## config.mk

```make
export PLATFORM = sky130hd
export DESIGN_NAME = crc_trans
export DESIGN_NICKNAME = d
export VERILOG_FILES = /design/src/rtl/crc_trans.sv
export SDC_FILE = /design/constraint.sdc
export NUM_CORES = 1
export LEC_CHECK = 0
export ABC_AREA = 1
export CAP_MARGIN = 20
export CORE_ASPECT_RATIO = 1.25
export CORE_MARGIN = 2
export CORE_UTILIZATION = 58
export DETAILED_ROUTE_END_ITERATION = 10
export PLACE_DENSITY = 0.8
export SLEW_MARGIN = 20
export SYNTH_ARGS = -nofsm -noshare
export SYNTH_HDL_FRONTEND = slang
export SYNTH_SLANG_ARGS = --single-unit
```

## constraint.sdc

```tcl
create_clock -name axis_aclk -period 3.95 [get_ports axis_aclk]
set_input_delay 1.185 -clock axis_aclk [delete_from_list [all_inputs] [get_ports axis_aclk]]
set_output_delay 1.185 -clock axis_aclk [all_outputs]
set_load 0.005 [all_outputs]
```

## src/rtl/crc_trans.sv

```systemverilog
// crc_trans: appends a CRC-32 (reflected, poly 0x04C11DB7) after every FRAME_LEN
// payload words. Macro CRC_TRANS_FINAL_XOR_EN selects init/final-xor 0xFFFFFFFF.
// Ports: axis_aclk, axis_aresetn (async, active low), data_in/data_in_valid in,
//        data_out (registered payload or CRC), frame_ready (1-cycle CRC strobe).
module crc_trans #(
  parameter int DATA_WIDTH = 32,
  parameter int FRAME_LEN  = 4
) (
  input  logic                  axis_aclk,
  input  logic                  axis_aresetn,
  input  logic [DATA_WIDTH-1:0] data_in,
  input  logic                  data_in_valid,
  output logic [DATA_WIDTH-1:0] data_out,
  output logic                  frame_ready
);

`ifdef CRC_TRANS_FINAL_XOR_EN
  localparam logic [31:0] CRC_INIT = 32'hFFFF_FFFF;
  localparam logic [31:0] CRC_XOR  = 32'hFFFF_FFFF;
`else
  localparam logic [31:0] CRC_INIT = 32'h0000_0000;
  localparam logic [31:0] CRC_XOR  = 32'h0000_0000;
`endif

  localparam logic [31:0] POLY_R = 32'hEDB8_8320;
  localparam logic [15:0] LAST   = 16'(FRAME_LEN - 1);

  typedef enum logic {
    COLLECT = 1'b0,
    APPEND  = 1'b1
  } state_t;

  state_t                state_q, state_d;
  logic [15:0]           cnt_q, cnt_d;
  logic [31:0]           crc_q, crc_d;
  logic [DATA_WIDTH-1:0] dout_q, dout_d;
  logic                  fr_q, fr_d;
  logic [1:0]            sync_q;
  logic                  run;

  // Bit 0 of the word enters first: bytes LSB-first, each byte LSB-first,
  // which in the reflected register is just a right-shift over bits 0..31.
  function automatic logic [31:0] crc_fold(
    input logic [31:0]           c,
    input logic [DATA_WIDTH-1:0] w
  );
    logic [31:0] r;
    logic        fb;
    r = c;
    for (int i = 0; i < DATA_WIDTH; i++) begin
      fb = r[0] ^ w[i];
      r  = r >> 1;
      if (fb) r = r ^ POLY_R;
    end
    return r;
  endfunction

  // Reset release is synchronized; the core only runs two edges later.
  always_ff @(posedge axis_aclk or negedge axis_aresetn) begin
    if (!axis_aresetn) begin
      sync_q <= 2'b00;
    end else begin
      sync_q <= {sync_q[0], 1'b1};
    end
  end

  assign run = sync_q[1];

  always_ff @(posedge axis_aclk or negedge axis_aresetn) begin
    if (!axis_aresetn) begin
      state_q <= COLLECT;
      cnt_q   <= '0;
      crc_q   <= CRC_INIT;
      dout_q  <= '0;
      fr_q    <= 1'b0;
    end else begin
      state_q <= state_d;
      cnt_q   <= cnt_d;
      crc_q   <= crc_d;
      dout_q  <= dout_d;
      fr_q    <= fr_d;
    end
  end

  always_comb begin
    state_d = state_q;
    cnt_d   = cnt_q;
    crc_d   = crc_q;
    dout_d  = dout_q;
    fr_d    = 1'b0;
    if (run) begin
      unique case (state_q)
        COLLECT: begin
          if (data_in_valid) begin
            dout_d = data_in;
            crc_d  = crc_fold(crc_q, data_in);
            if (cnt_q == LAST) begin
              cnt_d   = '0;
              state_d = APPEND;
            end else begin
              cnt_d = cnt_q + 16'd1;
            end
          end
        end
        APPEND: begin
          // Input in this cycle is dropped on purpose.
          dout_d  = DATA_WIDTH'(crc_q ^ CRC_XOR);
          fr_d    = 1'b1;
          crc_d   = CRC_INIT;
          state_d = COLLECT;
        end
        default: state_d = COLLECT;
      endcase
    end
  end

  assign data_out    = dout_q;
  assign frame_ready = fr_q;

endmodule

```

==> results of run 1 <==
## metrics by stage
step                setup slack [ns]  util (%)
floorplan                     0.4472         -
global route                -0.05229     77.79
detailed placement           -0.5442     72.91
finish                        0.1906     77.79
global placement             -0.5019     72.91
CTS                          0.01230     75.70
## repair_timing
action | 4_1_cts | 5_1_grt
pin swaps | 7 | 20
gates resized for setup | 33 | 75
gates cloned | 0 | 1
buffers inserted | 1 | 11
endpoints found under the setup margin | 31 | 32
## critical path, cell delays in order
cell and delay [ns]:
clkbuf_2 0.13, inv_2 0.05, nand2_1 0.07, nand2_2 0.11, buf_4 0.19, buf_4 0.13, xnor2_1 0.18, buf_4 0.17
xor2_1 0.15, nand2_1 0.10, nand2_1 0.07, nand2_1 0.07, nand2_1 0.06, nand2_1 0.05, nand2_1 0.13, nand3_1 0.18
nand2_1 0.14, nand2_1 0.13, nand2_2 0.14, inv_2 0.08, or2_1 0.24, nand3_1 0.07, nand2_1 0.05, nand2_1 0.06
nand2_1 0.05
## final cells by class
type | count | share of cell area [%]
timing repair buffer | 232 | 17.40
inverter | 154 | 5.247
tap | 178 | 1.996
clock inverter | 7 | 0.6167
clock buffer | 9 | 2.018
sequential | 84 | 18.84
multi-input combinational | 1062 | 53.88
## registers in the layout, indices dropped and copies added, names as in the netlist
| register | count |
|---|---|
| cnt_q | 16 |
| frame_ready | 1 |
| crc_q | 32 |
| data_out | 32 |
| state_q | 1 |
| sync_q | 2 |
## cell usage in the layout, fill, tap and decap left out, types with 6 or more instances in the layout
master / n
buf_4: 162
a31oi_1: 32
dfrtp_1: 84
nand3_1: 130
nand2_2: 82
clkdlybuf4s50_1: 51
inv_2: 24
nand3_4: 7
nand3_2: 27
xor2_2: 10
nand2_4: 40
nor2_1: 53
clkbuf_16: 9
clkbuf_2: 6
a21oi_1: 11
dlymetal6s2s_1: 7
nand2_1: 487
inv_1: 127
xor2_1: 91
o21ai_0: 13
xnor2_1: 30
## layer usage
layer | routed length [um] | global-route usage (%) | up-vias
li1 | - | - | 4554
met1 | 11560 | 44.87 | 4221
met2 | 13650 | 61.37 | 374
met3 | 1897 | 5.070 | 84
met4 | 1639 | 19.19 | 0
met5 | 0 | 0 | -
## cell families (layout without fill, tap and decap cells)
| logic type | after synthesis | in the layout | share of synthesized area, % |
|---|---|---|---|
| xor gates and xnor gates | 138 | 138 | 15.27 |
| AOI/OAI and AO/OA | 67 | 67 | 4.557 |
| DFF | 84 | 84 | 24.86 |
| and+or+nand+nor | 854 | 855 | 47.24 |
| other | 1 | 1 | 0.04434 |
| adders and majority gates | 1 | 1 | 0.1479 |
| buffers and inverters | 174 | 402 | 7.886 |
## worst paths after layout
kind	startpoint	to
setup reg to reg	crc_q[4]	crc_q[6]
min in group asynchronous	axis_aresetn	data_out[16]
setup / recovery	data_in[0]	crc_q[14]
max in group asynchronous	axis_aresetn	crc_q[9]
hold / removal	sync_q[0]	sync_q[1]
hold reg to reg	sync_q[0]	sync_q[1]
==> summary.txt, run 1 <==
GP Congestion - 0.9926
cells taking the most area after synthesis - dfrtp_1, nand2_1, xor2_1
actual slew at the worst max-slew pin - 1.087 ns
ANT nets after route - 0
Tcrit/Tclk final - 95.18%
root buffer cell - clkbuf_16
Detail Placement HPWL - 23250 um
CORE AREA - 0.01435 mm2
DRC viols - 0
vias - 9233
Clock Latency Late Sink - 0.35 ns
Max transition margin - 27.43%
max cap viols - 0
CTS max path bufs - 2
Final nets - 1579
top cell type's share of synthesized area - 24.86%
Chip Height - 139.0 um
Async SR Flop Fraction - 100.0%
largest net degree at the start of global routing - 59
Crit Path Category - in -> reg
Cells after DPL - 1697
area leader, netlist - dfrtp_1
CTS tree - built
CP startpoint kind - input pin
Tightest Hold Check Type - reg -> reg
row cnt - 49
fmax - 0.2660 GHz
Initial Util - 58.95%
cell area after layout - 0.01116 mm2
Req. time, crit path - 4.19 ns
setup slack, reg-to-reg - 0.73 ns
initial antenna violation count - 0
final hold viol count - 0
Post-DP Area - 0.01046 mm2
R2R cell count - 22
Post-Route WL - 28750 um
vias per std cell - 5.349
Top Ports - 68
CP max FO - 8
Ant. Diodes - 0
Critical Path End Type - flop
Ys Warns - 0
cts bufs inserted - 9
register area - 0.002102 mm2
WP data arrival - 4.00 ns
vias in the first global route - 8565
CTS clock-pin slew for the worst setup and hold paths - 0.07 ns
H-tree levels - 3
P&R area growth vs syn - 31.96%
CTS Hold Bufs - 0
Synth Flop Type - dfrtp_1
# fillers - 1137
sequential element share of the synthesized area - 24.86%
worst hold slack - 0.3596 ns
mean post-synth cell area - 6.412 um2
Gate Count Post-Synth - 1319
Distinct cells, synth - 39
synthesized area - 0.008457 mm2
count leader, synth - nand2_1
grt ovf - 0
non-filler instance count after layout - 1726
Post-synth top cells - nand2_1, nand3_1, inv_1, xor2_1, dfrtp_1
Pre-antenna DRT Iters - 5
endpoints failing setup - 0
GRT Total Usage - 36.31%
Final min period - 3.759 ns
# clock sinks - 84
Buffers on Ports - 67
Fin Clk Skew - 0.01010 ns
die area - 0.01557 mm2
area of the multi-input gates - 0.006013 mm2
status - completed
share of layout cells above drive strength 1 - 25.58%
post-synthesis net count - 1355
Final TNS setup - 0 ns
first-pass GRT wire length - 44480 um
drt wl/cell - 16.65 um
post-synthesis register bit count - 84
EDFF count, synth - 0
drt initial violations - 816
worst hold path depth - 0
Slew Viols, Final - 0
Die W - 112 um
Power of run 1 is not shown: default switching activity piles up to over one toggle a cycle in this logic, so the estimate is an artifact.
==> inputs of run 2 (changes only) <==
Settings changed: CTS_CLUSTER_DIAMETER set to 80.
==> results of run 2 <==
Final layout, timing and power as in run 1 (identical DEF).
Power of run 2 is left out for the same reason.
==> inputs of run 3 (changes only) <==
Settings changed: SKIP_CTS_REPAIR_TIMING set to 1.
==> summary.txt, run 3 (same netlist as run 1, synthesis figures left out) <==
CP max FO - 7 (-1)
root buffer cell - clkbuf_16
Max transition margin - 28.98% (+1.5 points)
die area - 0.01557 mm2 (unchanged)
Cells after DPL - 1697 (unchanged)
Final nets - 1579 (unchanged)
# clock sinks - 84 (unchanged)
row cnt - 49 (unchanged)
WP data arrival - 4.03 ns (+0.03 ns)
Slew Viols, Final - 0 (unchanged)
Tcrit/Tclk final - 96.58% (+1.4 points)
first-pass GRT wire length - 44250 um (-0.51%)
worst hold slack - 0.3589 ns (-0.0007100 ns)
CTS clock-pin slew for the worst setup and hold paths - 0.07 ns (about the same)
max cap viols - 0 (unchanged)
vias per std cell - 5.380 (+0.57%)
Initial Util - 58.95% (unchanged)
CTS tree - built
actual slew at the worst max-slew pin - 1.064 ns (-0.02314 ns)
largest net degree at the start of global routing - 59 (unchanged)
worst hold path depth - 0 (unchanged)
Fin Clk Skew - 0.006318 ns (-0.003785 ns)
Top Ports - 68 (unchanged)
vias - 9286 (+0.57%)
R2R Path End - crc_q[28]
cell area after layout - 0.01115 mm2 (-0.11%)
Clock Latency Late Sink - 0.35 ns (about the same)
endpoints failing setup - 0 (unchanged)
Post-DP Area - 0.01046 mm2 (unchanged)
CP startpoint kind - input pin
setup slack, reg-to-reg - 0.65 ns (-0.08 ns)
GRT Total Usage - 36.11% (-0.21 points)
cts bufs inserted - 9 (unchanged)
most frequent cells in the layout - nand2_1, buf_4, nand3_1, inv_1, xor2_1
Req. time, crit path - 4.16 ns (-0.03 ns)
DRC viols - 0 (unchanged)
Crit Path Category - in -> reg
H-tree levels - 3 (unchanged)
Ant. Diodes - 0 (unchanged)
drt wl/cell - 16.71 um (+0.36%)
drt initial violations - 898 (+10%)
vias in the first global route - 8469 (-1.1%)
Final min period - 3.815 ns (+0.05561 ns)
Worst Hold Path EP - sync_q[1]
final hold viol count - 0 (unchanged)
Buffers on Ports - 67 (unchanged)
HP Start - sync_q[0]
grt ovf - 0 (unchanged)
commonest non-fill, non-tap cell in the layout - nand2_1
GP Congestion - 0.9926 (unchanged)
Post-Route WL - 28850 um (+0.36%)
Die W - 112 um (unchanged)
status - completed
fmax - 0.2621 GHz (-1.5%)
share of layout cells above drive strength 1 - 24.81% (-0.78 points)
R2R cell count - 24 (+9.1%)
P&R area growth vs syn - 31.81%
Detail Placement HPWL - 23250 um (unchanged)
Chip Height - 139.0 um (unchanged)
FF-to-FF Start - crc_q[4]
Pre-antenna DRT Iters - 5 (unchanged)
Tightest Hold Check Type - reg -> reg
CORE AREA - 0.01435 mm2 (unchanged)
CTS max path bufs - 2 (unchanged)
ANT nets after route - 0 (unchanged)
non-filler instance count after layout - 1726 (unchanged)
Critical Path End Type - flop
initial antenna violation count - 0 (unchanged)
-- run 3: critical path, cell delays in order --
cell and delay, ns:
dlymetal6s2s_1 0.18, inv_1 0.11, nand2_1 0.11, nand2_2 0.10, nand2_1 0.11, nand2_2 0.13
nand2_1 0.11, nand3_2 0.12, nand2_4 0.13, nand2_1 0.06, nand2_1 0.12, inv_1 0.07
nand2_1 0.10, nand2_1 0.08, nand2_1 0.10, nand3_1 0.08, nand2_1 0.16, inv_1 0.08
nand3_1 0.13, nand2_4 0.11, xnor2_1 0.19, buf_4 0.16, nand2_1 0.06, nand3_1 0.15
o21ai_0 0.10
-- run 3: cell type report --
cell class / instances / area, um2
multi-input combinational: 1062 / 5981
timing repair buffer: 232 / 1964
fill: 1142 / 3199
clock inverter: 7 / 68.82
tap: 178 / 222.7
clock buffer: 9 / 225.2
inverter: 154 / 583.1
sequential: 84 / 2102
-- run 3: per-stage QoR --
| step | worst slack (ns) | util (%) | setup TNS (ns) |
|---|---|---|---|
| 4_1_cts | -0.2040 | 74.96 | -3.791 |
| 3_3_place_gp | -0.5019 | 72.91 | -13.01 |
| 3_5_place_dp | -0.5442 | 72.91 | -14.54 |
| 2_1_floorplan | 0.4472 | - | 0 |
| 5_1_grt | -0.03979 | 77.70 | -0.2155 |
| 6_report | 0.1349 | 77.70 | 0 |
-- run 3: worst max path at each step --
stage | endpoint | slack [ns] | start | cells after the start
finish | crc_q[13] | 0.13 | data_in[1] | 25
global route | crc_q[19] | -0.04 | data_in[1] | 29
floorplan | crc_q[19] | 0.45 | data_in[2] | 28
global placement | crc_q[22] | -0.50 | data_in[0] | 24
CTS | crc_q[3] | -0.20 | data_in[1] | 22
detailed placement | crc_q[22] | -0.54 | data_in[0] | 24
-- run 3: metal layers --
| layer | vias up | track usage (%) | share of wire (%) |
|---|---|---|---|
| li1 | 4551 | - | - |
| met1 | 4248 | 44.84 | 40 |
| met2 | 402 | 61.72 | 48 |
| met3 | 85 | 4.589 | 6.9 |
| met4 | 0 | 17.78 | 5.5 |
| met5 | - | 0 | 0 |
Power of run 3 is left out for the same reason.
==> edit: new RTL, flow settings as in run 2 <==
Change the parameter `DATA_WIDTH` from 32 to 48.
--- a/src/rtl/crc_trans.sv
+++ b/src/rtl/crc_trans.sv
@@ -5,3 +5,3 @@
 module crc_trans #(
-  parameter int DATA_WIDTH = 32,
+  parameter int DATA_WIDTH = 48,
   parameter int FRAME_LEN  = 4
Interface: changed (resized data_in and data_out); port bits go from 68 to 100. No check against the original RTL was run, so the function may have changed too.
==> edit against run 2 <==
The run now fails in global routing; synthesized area is 45% higher.
==> edit: results (changes against run 2) <==
The final estimated routing congestion in global placement is 1.047 (was 0.9926), and the H-tree depth is 3 (unchanged). The number of port buffers came out at 99 (was 67). Commonest cells post-synth: nand2_1 (859), nand3_1 (279), inv_1 (178) (was nand2_1 (519), nand3_1 (144), inv_1 (132)).

The most instantiated flip-flop cell in the synthesis netlist was dfrtp_1 (unchanged). It got as far as global routing and failed there. The flow did not finish.

The run gives 59 (was 49) as the row count. After the last repair the worst path ends at a register input. The synthesized flop and latch total came out at 100 (was 84). The fraction of synthesis flops using an asynchronous set or reset pin works out to 1.000 (unchanged).

Cells taking the most area after synthesis: nand2_1 (26%), dfrtp_1 (20%), nand3_1 (11%) (was dfrtp_1 (25%), nand2_1 (23%), xor2_1 (9.9%)). The placed instance area came out at 16360 µm² (was 10460 µm²). The number of warnings reported in the yosys synthesis log is 0 (unchanged).

Once global-route timing repair stopped, the endpoint with the least setup slack was crc_q[15]$_DFFE_PN0P_/D. The number of library cell types mapped by synthesis was 43 (was 39). The logs give 0.2038 (was 0.2486) for the part of the Yosys area used for sequential elements and 38600 µm (was 23250 µm) for the HPWL reported at the end of detailed placement. The first error in the log reads "[ERROR DPL-0038] Utilization greater than 100%, impossible to legalize".

The clock buffer count from CTS was 9 (unchanged). Entering global routing, the biggest net connects 69 pins. The tools report the number of buffers on the longest clock path as 2 (unchanged).

The net count after synthesis is 2092 (was 1355). The tools report the root cell of the clock tree as clkbuf_16 (unchanged).
edit: cell types whose count changed after synthesis, sizes merged, moves of 8 or more:
| cell | change |
|---|---|
| inv | +82 |
| nand2 | +422 |
| nand3 | +153 |
| o21ai | +16 |
| buf | +8 |
| dfrtp | +16 |
edit: what timing repair did:
action                                  in CTS
resized for setup                          507
gates cloned                                 1
setup buffers                               52
endpoints found under the setup margin      32
pin swaps                                  182
hold buffers                                 0
edit: through the flow:
stage          instances  setup slack [ns]  TNS [ns]
3_5_place_dp        2690            -1.751    -49.46
3_3_place_gp        2690            -1.589    -45.73
4_1_cts             2758           -0.5475    -15.14
2_1_floorplan       2040           -0.3508    -8.171
edit: kinds of logic after synthesis:
family	count (synthesis)	synth area share
compound gates	93	0.04269
simple gates	1441	0.5601
other cells	1	0.0003054
fa+ha+maj	1	0.001019
xor+xnor	139	0.1070
buf+inv	265	0.08508
flops	100	0.2038
